--- config.mk ---
export PLATFORM = sky130hd
export DESIGN_NAME = traceback_controller
export DESIGN_NICKNAME = d
export VERILOG_FILES = /design/src/rtl/traceback_controller_pkg.sv /design/src/rtl/traceback_controller_tb_step_decoder.sv /design/src/rtl/traceback_controller.sv
export SDC_FILE = /design/constraint.sdc
export NUM_CORES = 1
export LEC_CHECK = 0
export CAP_MARGIN = 20
export CORE_MARGIN = 1.5
export CORE_UTILIZATION = 35
export CTS_BUF_LIST = sky130_fd_sc_hd__clkbuf_4 sky130_fd_sc_hd__clkbuf_8
export CTS_CLUSTER_DIAMETER = 50
export DETAILED_ROUTE_END_ITERATION = 10
export GPL_TIMING_DRIVEN = 0
export MAX_ROUTING_LAYER = met4
export SLEW_MARGIN = 25
export SYNTH_ARGS = -nofsm -noshare
export SYNTH_HDL_FRONTEND = slang
export SYNTH_HIERARCHICAL = 1
export SYNTH_SLANG_ARGS = --single-unit
--- constraint.sdc ---
create_clock -name clk -period 8.2 [get_ports clk]
set_input_delay 1.64 -clock clk [delete_from_list [all_inputs] [get_ports clk]]
set_output_delay 1.64 -clock clk [all_outputs]
set_load 0.02 [all_outputs]
--- src/rtl/traceback_controller_pkg.sv ---
`default_nettype none
// ============================================================================
// Module   : traceback_controller_pkg
// Purpose  : Shared direction-symbol and step-op encodings plus FSM states.
// Revision : 1.0
// ============================================================================
package traceback_controller_pkg;

  localparam logic [2:0] SYM_DIAG = 3'b100;
  localparam logic [2:0] SYM_UP   = 3'b010;
  localparam logic [2:0] SYM_LEFT = 3'b001;

  localparam logic [1:0] OP_DIAG  = 2'b00;
  localparam logic [1:0] OP_UP    = 2'b01;
  localparam logic [1:0] OP_LEFT  = 2'b10;

  typedef enum logic [2:0] {
    ST_IDLE   = 3'd0,
    ST_ADDR   = 3'd1,
    ST_WAIT   = 3'd2,
    ST_DECODE = 3'd3,
    ST_EMIT   = 3'd4,
    ST_DONE   = 3'd5
  } state_e;

endpackage
`default_nettype wire

--- src/rtl/traceback_controller_tb_step_decoder.sv ---
`default_nettype none
// ============================================================================
// Module   : tb_step_decoder
// Purpose  : Maps a direction symbol to a step op; flags unknown symbols and
//            moves that would take an index below zero.
// Revision : 1.0
// ============================================================================
module tb_step_decoder
  import traceback_controller_pkg::*;
#(
  parameter int IW = 9
) (
  input  logic [2:0]    symbol_i,
  input  logic [IW-1:0] i_i,
  input  logic [IW-1:0] j_i,
  output logic [1:0]    op_o,
  output logic          illegal_o
);

  logic w_i_zero;
  logic w_j_zero;

  assign w_i_zero = (i_i == '0);
  assign w_j_zero = (j_i == '0);

  always_comb begin
    op_o      = OP_DIAG;
    illegal_o = 1'b0;
    case (symbol_i)
      SYM_DIAG: begin
        op_o      = OP_DIAG;
        illegal_o = w_i_zero || w_j_zero;
      end
      SYM_UP: begin
        op_o      = OP_UP;
        illegal_o = w_i_zero;
      end
      SYM_LEFT: begin
        op_o      = OP_LEFT;
        illegal_o = w_j_zero;
      end
      default: illegal_o = 1'b1;
    endcase
  end

endmodule
`default_nettype wire

--- src/rtl/traceback_controller.sv ---
`default_nettype none
// ============================================================================
// Module   : traceback_controller
// Purpose  : Walks the alignment direction matrix from (len_a,len_b) back to
//            (0,0), emitting one alignment step per valid/ready handshake.
// Revision : 1.0
// ============================================================================
module traceback_controller
  import traceback_controller_pkg::*;
#(
  parameter int N       = 128,
  parameter int BitAddr = $clog2(N + 1),
  parameter int RD_LAT  = 2
) (
  input  logic             clk,
  input  logic             rst,
  input  logic             start,
  input  logic [BitAddr:0] len_a,
  input  logic [BitAddr:0] len_b,
  output logic             en_traceB,
  output logic [BitAddr:0] i_t,
  output logic [BitAddr:0] j_t,
  input  logic [2:0]       symbol_in,
  output logic             out_valid,
  input  logic             out_ready,
  output logic [1:0]       out_op,
  output logic [BitAddr:0] out_i,
  output logic [BitAddr:0] out_j,
  output logic             busy,
  output logic             done,
  output logic             error
);

  localparam int IW = BitAddr + 1;
  localparam int CW = BitAddr + 2;
  localparam int WW = (RD_LAT > 1) ? $clog2(RD_LAT) : 1;
  localparam logic [IW-1:0] NMAX  = IW'(N);
  localparam logic [WW-1:0] WLAST = WW'(RD_LAT - 1);

  state_e        state_q, state_d;
  logic [IW-1:0] i_q, i_d;
  logic [IW-1:0] j_q, j_d;
  logic [CW-1:0] step_q, step_d;
  logic [CW-1:0] lsum_q, lsum_d;
  logic [1:0]    op_q, op_d;
  logic          done_q, done_d;
  logic          error_q, error_d;
  logic [WW-1:0] wcnt_q, wcnt_d;

  logic [1:0]    w_dec_op;
  logic          w_dec_illegal;
  logic [CW-1:0] w_step_inc;
  logic          w_rd_en;

  tb_step_decoder #(
    .IW (IW)
  ) u_step_decoder (
    .symbol_i  (symbol_in),
    .i_i       (i_q),
    .j_i       (j_q),
    .op_o      (w_dec_op),
    .illegal_o (w_dec_illegal)
  );

  assign w_step_inc = step_q + CW'(1);

  always_comb begin
    state_d = state_q;
    i_d     = i_q;
    j_d     = j_q;
    step_d  = step_q;
    lsum_d  = lsum_q;
    op_d    = op_q;
    done_d  = done_q;
    error_d = error_q;
    wcnt_d  = wcnt_q;
    w_rd_en = 1'b0;

    case (state_q)
      ST_IDLE, ST_DONE: begin
        if (start) begin
          if ((len_a > NMAX) || (len_b > NMAX)) begin
            done_d  = 1'b0;
            error_d = 1'b1;
            state_d = ST_DONE;
          end else begin
            i_d     = len_a;
            j_d     = len_b;
            step_d  = '0;
            lsum_d  = CW'(len_a) + CW'(len_b);
            done_d  = 1'b0;
            error_d = 1'b0;
            state_d = ST_ADDR;
          end
        end
      end

      ST_ADDR: begin
        // Border cells have only one legal move, so no matrix read is needed.
        if ((i_q == '0) && (j_q == '0)) begin
          done_d  = 1'b1;
          state_d = ST_DONE;
        end else if (i_q == '0) begin
          op_d    = OP_LEFT;
          state_d = ST_EMIT;
        end else if (j_q == '0) begin
          op_d    = OP_UP;
          state_d = ST_EMIT;
        end else begin
          w_rd_en = 1'b1;
          wcnt_d  = '0;
          state_d = ST_WAIT;
        end
      end

      ST_WAIT: begin
        w_rd_en = 1'b1;
        if (wcnt_q == WLAST) begin
          state_d = ST_DECODE;
        end else begin
          wcnt_d = wcnt_q + WW'(1);
        end
      end

      ST_DECODE: begin
        if (w_dec_illegal) begin
          error_d = 1'b1;
          state_d = ST_DONE;
        end else begin
          op_d    = w_dec_op;
          state_d = ST_EMIT;
        end
      end

      ST_EMIT: begin
        if (out_ready) begin
          if (w_step_inc > lsum_q) begin
            error_d = 1'b1;
            state_d = ST_DONE;
          end else begin
            step_d = w_step_inc;
            case (op_q)
              OP_DIAG: begin
                i_d = i_q - IW'(1);
                j_d = j_q - IW'(1);
              end
              OP_UP:   i_d = i_q - IW'(1);
              default: j_d = j_q - IW'(1);
            endcase
            state_d = ST_ADDR;
          end
        end
      end

      default: state_d = ST_IDLE;
    endcase
  end

  always_ff @(posedge clk or posedge rst) begin
    if (rst) begin
      state_q <= ST_IDLE;
      i_q     <= '0;
      j_q     <= '0;
      step_q  <= '0;
      lsum_q  <= '0;
      op_q    <= OP_DIAG;
      done_q  <= 1'b0;
      error_q <= 1'b0;
      wcnt_q  <= '0;
    end else begin
      state_q <= state_d;
      i_q     <= i_d;
      j_q     <= j_d;
      step_q  <= step_d;
      lsum_q  <= lsum_d;
      op_q    <= op_d;
      done_q  <= done_d;
      error_q <= error_d;
      wcnt_q  <= wcnt_d;
    end
  end

  assign en_traceB = w_rd_en;
  assign i_t       = i_q;
  assign j_t       = j_q;
  assign out_valid = (state_q == ST_EMIT);
  assign out_op    = op_q;
  assign out_i     = i_q;
  assign out_j     = j_q;
  assign busy      = (state_q != ST_IDLE) && (state_q != ST_DONE);
  assign done      = done_q;
  assign error     = error_q;

endmodule
`default_nettype wire

==> load_flow_metrics.sql <==
INSERT INTO impl_metrics (metric_group, metric, value, unit) VALUES
('synth', 'syn-cell-area', '3420', 'sq um'),
('clocking', 'cts_tree', 'built', ''),
('place', 'port_buffers', '67', ''),
('critical_path', 'cp_max_fo', '7', ''),
('floorplanning', 'ioPinCount', '68', ''),
('timing', 'timing.final.crit_period', '4.81', 'ns'),
('finish', 'layout.filler_cells', '975', ''),
('clocking', 'postCtsSetupRepairBufs', '0', ''),
('synth', 'muxShareOfSynthArea', '0.951', '%'),
('critical_path', 'critPathLaunch', 'j_t[0]', ''),
('critical_path', 'cp_data_arrival_time', '3.17', 'ns'),
('synth', 'yosys.cell_count.top_type', 'o21ai_0', ''),
('critical_path', 'timing.critical_path.to', 'en_traceB', ''),
('timing', 'fin_worst_hold_slack', '0.488', 'ns'),
('grt', 'first_global_vias', '3295', ''),
('routing', 'firstDrtPassIters', '6', ''),
('synth', 'synth_fa_ha_area_share', '8.64', '%'),
('power_and_ir_drop', 'seq_power_share', '30.2', '%'),
('synth', 'main_combinational_cell_family_by_area_after_synthesis', 'simple AND/OR/NAND/NOR gates', ''),
('grt', 'grt_pass1_wl', '16.4', 'mm'),
('timing', 'timing_hold_violations_final', '0', ''),
('power_and_ir_drop', 'total_leakage_power', '1.86', 'nW'),
('critical_path', 'cpMostUsedCell', 'nor2_1', ''),
('finish', 'area_delta_synth_final', '27.2', '%'),
('grt', 'grt_start_max_net_pins', '47', ''),
('clocking', 'clock_latency_late_sink', '0.31', 'ns'),
('power_and_ir_drop', 'netSwitchingPower', '0.000671', 'W'),
('routing', 'vias', '3438', ''),
('critical_path', 'worst-path-buf-inv', '2', ''),
('status', 'run_status', 'finished clean', ''),
('synth', 'synth.ff_latch_count', '46', ''),
('timing', 'setup_violations_final', '0', ''),
('clocking', 'clk_transition_reported_paths', '0.09', 'ns'),
('power_and_ir_drop', 'peak_supply_drop', '0.124', 'mV'),
('clocking', 'cts_resized', '0', ''),
('critical_path', 'required', '6.56', 'ns'),
('power_and_ir_drop', 'internal_power', '0.000774', 'W'),
('routing', 'drt_wl_total', '10.1', 'mm'),
('critical_path', 'cp_cell_sequence', 'inv_1, ha_1, or4b_4, or3_4, nor3_4, nor2_1, a21oi_1, nor2_1, clkdlybuf4s50_1', ''),
('synth', 'synth.yosys.seq_area_share', '33.7', '%'),
('floorplanning', 'core_area', '9370', 'sq um'),
('place', 'dp_hpwl', '7.67', 'mm'),
('power_and_ir_drop', 'report.power.total', '0.00144', 'W'),
('power_and_ir_drop', 'switching_power_as_a_share_of_total_power', '46.4', '%'),
('synth', 'synth_simple_gate_area_share', '24.1', '%'),
('synth', 'post_synth_inst_count', '428', ''),
('synth', 'synth_xor_xnor_area_share', '3.59', '%'),
('timing', 'fmax_achieved', '208', 'MHz'),
('timing', 'maxSlewViolCount', '0', ''),
('floorplanning', 'chipWidth', '102', 'microns'),
('critical_path', 'critPathSlowestCell', 'clkdlybuf4s50_1', ''),
('synth', 'synthDominantAreaCellType', 'dfrtp_1', ''),
('power_and_ir_drop', 'power_frac_clock', '10.6', '%'),
('timing', 'worst_clock_skew', '0.0116', 'ns'),
('synth', 'fraction_of_the_mapped_netlist_area_in_compound_gates', '20.6', '%'),
('routing', 'initialDrtViolationCount', '207', ''),
('grt', 'antenna_violations_before_repair', '0', ''),
('routing', 'wl_per_cell', '16.0', 'microns'),
('clocking', 'ctsHtreeMaxLevel', '2', ''),
('power_and_ir_drop', 'areal_power_density_over_the_cells', '332', 'nW/um^2'),
('finish', 'post_route_cells_drive_above_1_share', '8.15', '%'),
('floorplanning', 'fp-row-count', '35', ''),
('critical_path', 'cp.depth', '9', ''),
('synth', 'post_synth.cell_area_avg', '7.99', 'sq um'),
('critical_path', 'r2r_depth', '14', ''),
('finish', 'postLayoutCoreUtil', '46.4', '%'),
('synth', 'synth_enable_flop_cells', '0', ''),
('place', 'finalWeightedCongestion', '0.916', ''),
('clocking', 'cts_root_buffer', 'clkbuf_8', ''),
('timing', 'period_share', '58.6', '%'),
('synth', 'synthDistinctLibCells', '56', '');
-- state kept, by name (all words and copies together) (netlist names) --
| signal | cells |
|---|---|
| lsum_q | 10 |
| step_q | 10 |
| i_t | 9 |
| j_t | 9 |
| state_q | 3 |
| out_op | 2 |
| done | 1 |
| error | 1 |
| wcnt_q | 1 |
-- worst min-delay path, stage by stage (launching register included) --
cell	delay [ns]
dfrtp_1	0.35
nand2_1	0.05
o21ai_0	0.06
-- metal layers --
| metal | track usage, % | wire (microns) |
|---|---|---|
| met1 | 28.9 | 4720 |
| met2 | 31.9 | 4620 |
| met3 | 2.60 | 608 |
| met4 | 6.32 | 141 |
| met5 | - | 0 |
-- cells in the final DEF, fill, tap and decap left out, types with 2 or more instances in the layout --
cell type        instances
a211oi_1                 2
clkdlybuf4s50_1         67
nor3_1                  16
nand3_1                 15
nand4_1                  2
nor2b_1                  9
a21oi_1                 31
nand3b_1                 3
buf_2                    3
or2_2                    2
nor2_1                  41
or3_1                    3
o21ai_0                 58
a22oi_1                  6
clkbuf_8                 6
o41ai_1                  2
a31oi_1                  4
o21ai_1                  5
and3_1                   4
clkbuf_1                11
nand2_1                 38
nor4_1                   5
xnor2_1                  6
ha_1                    22
buf_4                   18
nand2b_1                 4
mux2_2                   2
inv_1                   21
nor4b_1                  2
dfrtp_1                 46
and4_1                   2
o21a_1                   2
xor2_1                   8
o31ai_1                  4
o22a_1                   2
a21boi_0                 2
or4_1                    3
a21o_1                   2
nor3b_1                  2
-- power by group through the flow --
stage	Clock, W	Combinational (W)	Sequential [W]
floorplan	0	0.000483	0.000456
global placement	0	0.000840	0.000437
detailed placement	0	0.000852	0.000439
CTS	0.000157	0.000855	0.000434
global route	0.000167	0.000940	0.000451
finish	0.000154	0.000855	0.000436
-- final cells by class --
type	instances	area, sq um	area share [%]
Inverter	22	85.1	1.96
Sequential cell	46	1150	26.5
Multi-Input combinational cell	326	1980	45.5
Clock inverter	1	5.00	0.115
Buffer	34	208	4.78
Tap cell	129	161	3.71
Clock buffer	7	90.1	2.07
Timing Repair Buffer	67	671	15.4
-- logic make-up (layout without fill, tap and decap cells) --
kind of cell               Yosys count  in the layout
adders and majority gates           23             23
muxes                                3              3
DFF                                 46             46
xor gates and xnor gates            14             14
buffers and inverters               56            131
AOI/OAI and AO/OA                  125            125
and+or+nand+nor                    161            161
-- stage by stage --
step / setup WS [ns] / area (sq um) / instances
floorplan: 4.36 / 3420 / 428
global placement: 3.73 / 4250 / 624
detailed placement: 3.74 / 4250 / 624
CTS: 3.39 / 4350 / 632
global route: 3.20 / 4350 / 632
finish: 3.39 / 4350 / 632
-- how the worst min path moves through the flow --
stage                           end       from  cells past startpoint  slack (ns)
after detailed placement  lsum_q[3]  lsum_q[3]                      2        0.47
after global placement    lsum_q[4]  lsum_q[4]                      2        0.47
after CTS                 lsum_q[3]  lsum_q[3]                      2        0.49
final                     lsum_q[3]  lsum_q[3]                      2        0.49
after floorplan           lsum_q[4]  lsum_q[4]                      2        0.45
after global routing      lsum_q[2]  lsum_q[2]                      2        0.52
(Power assumes the default switching activity.)
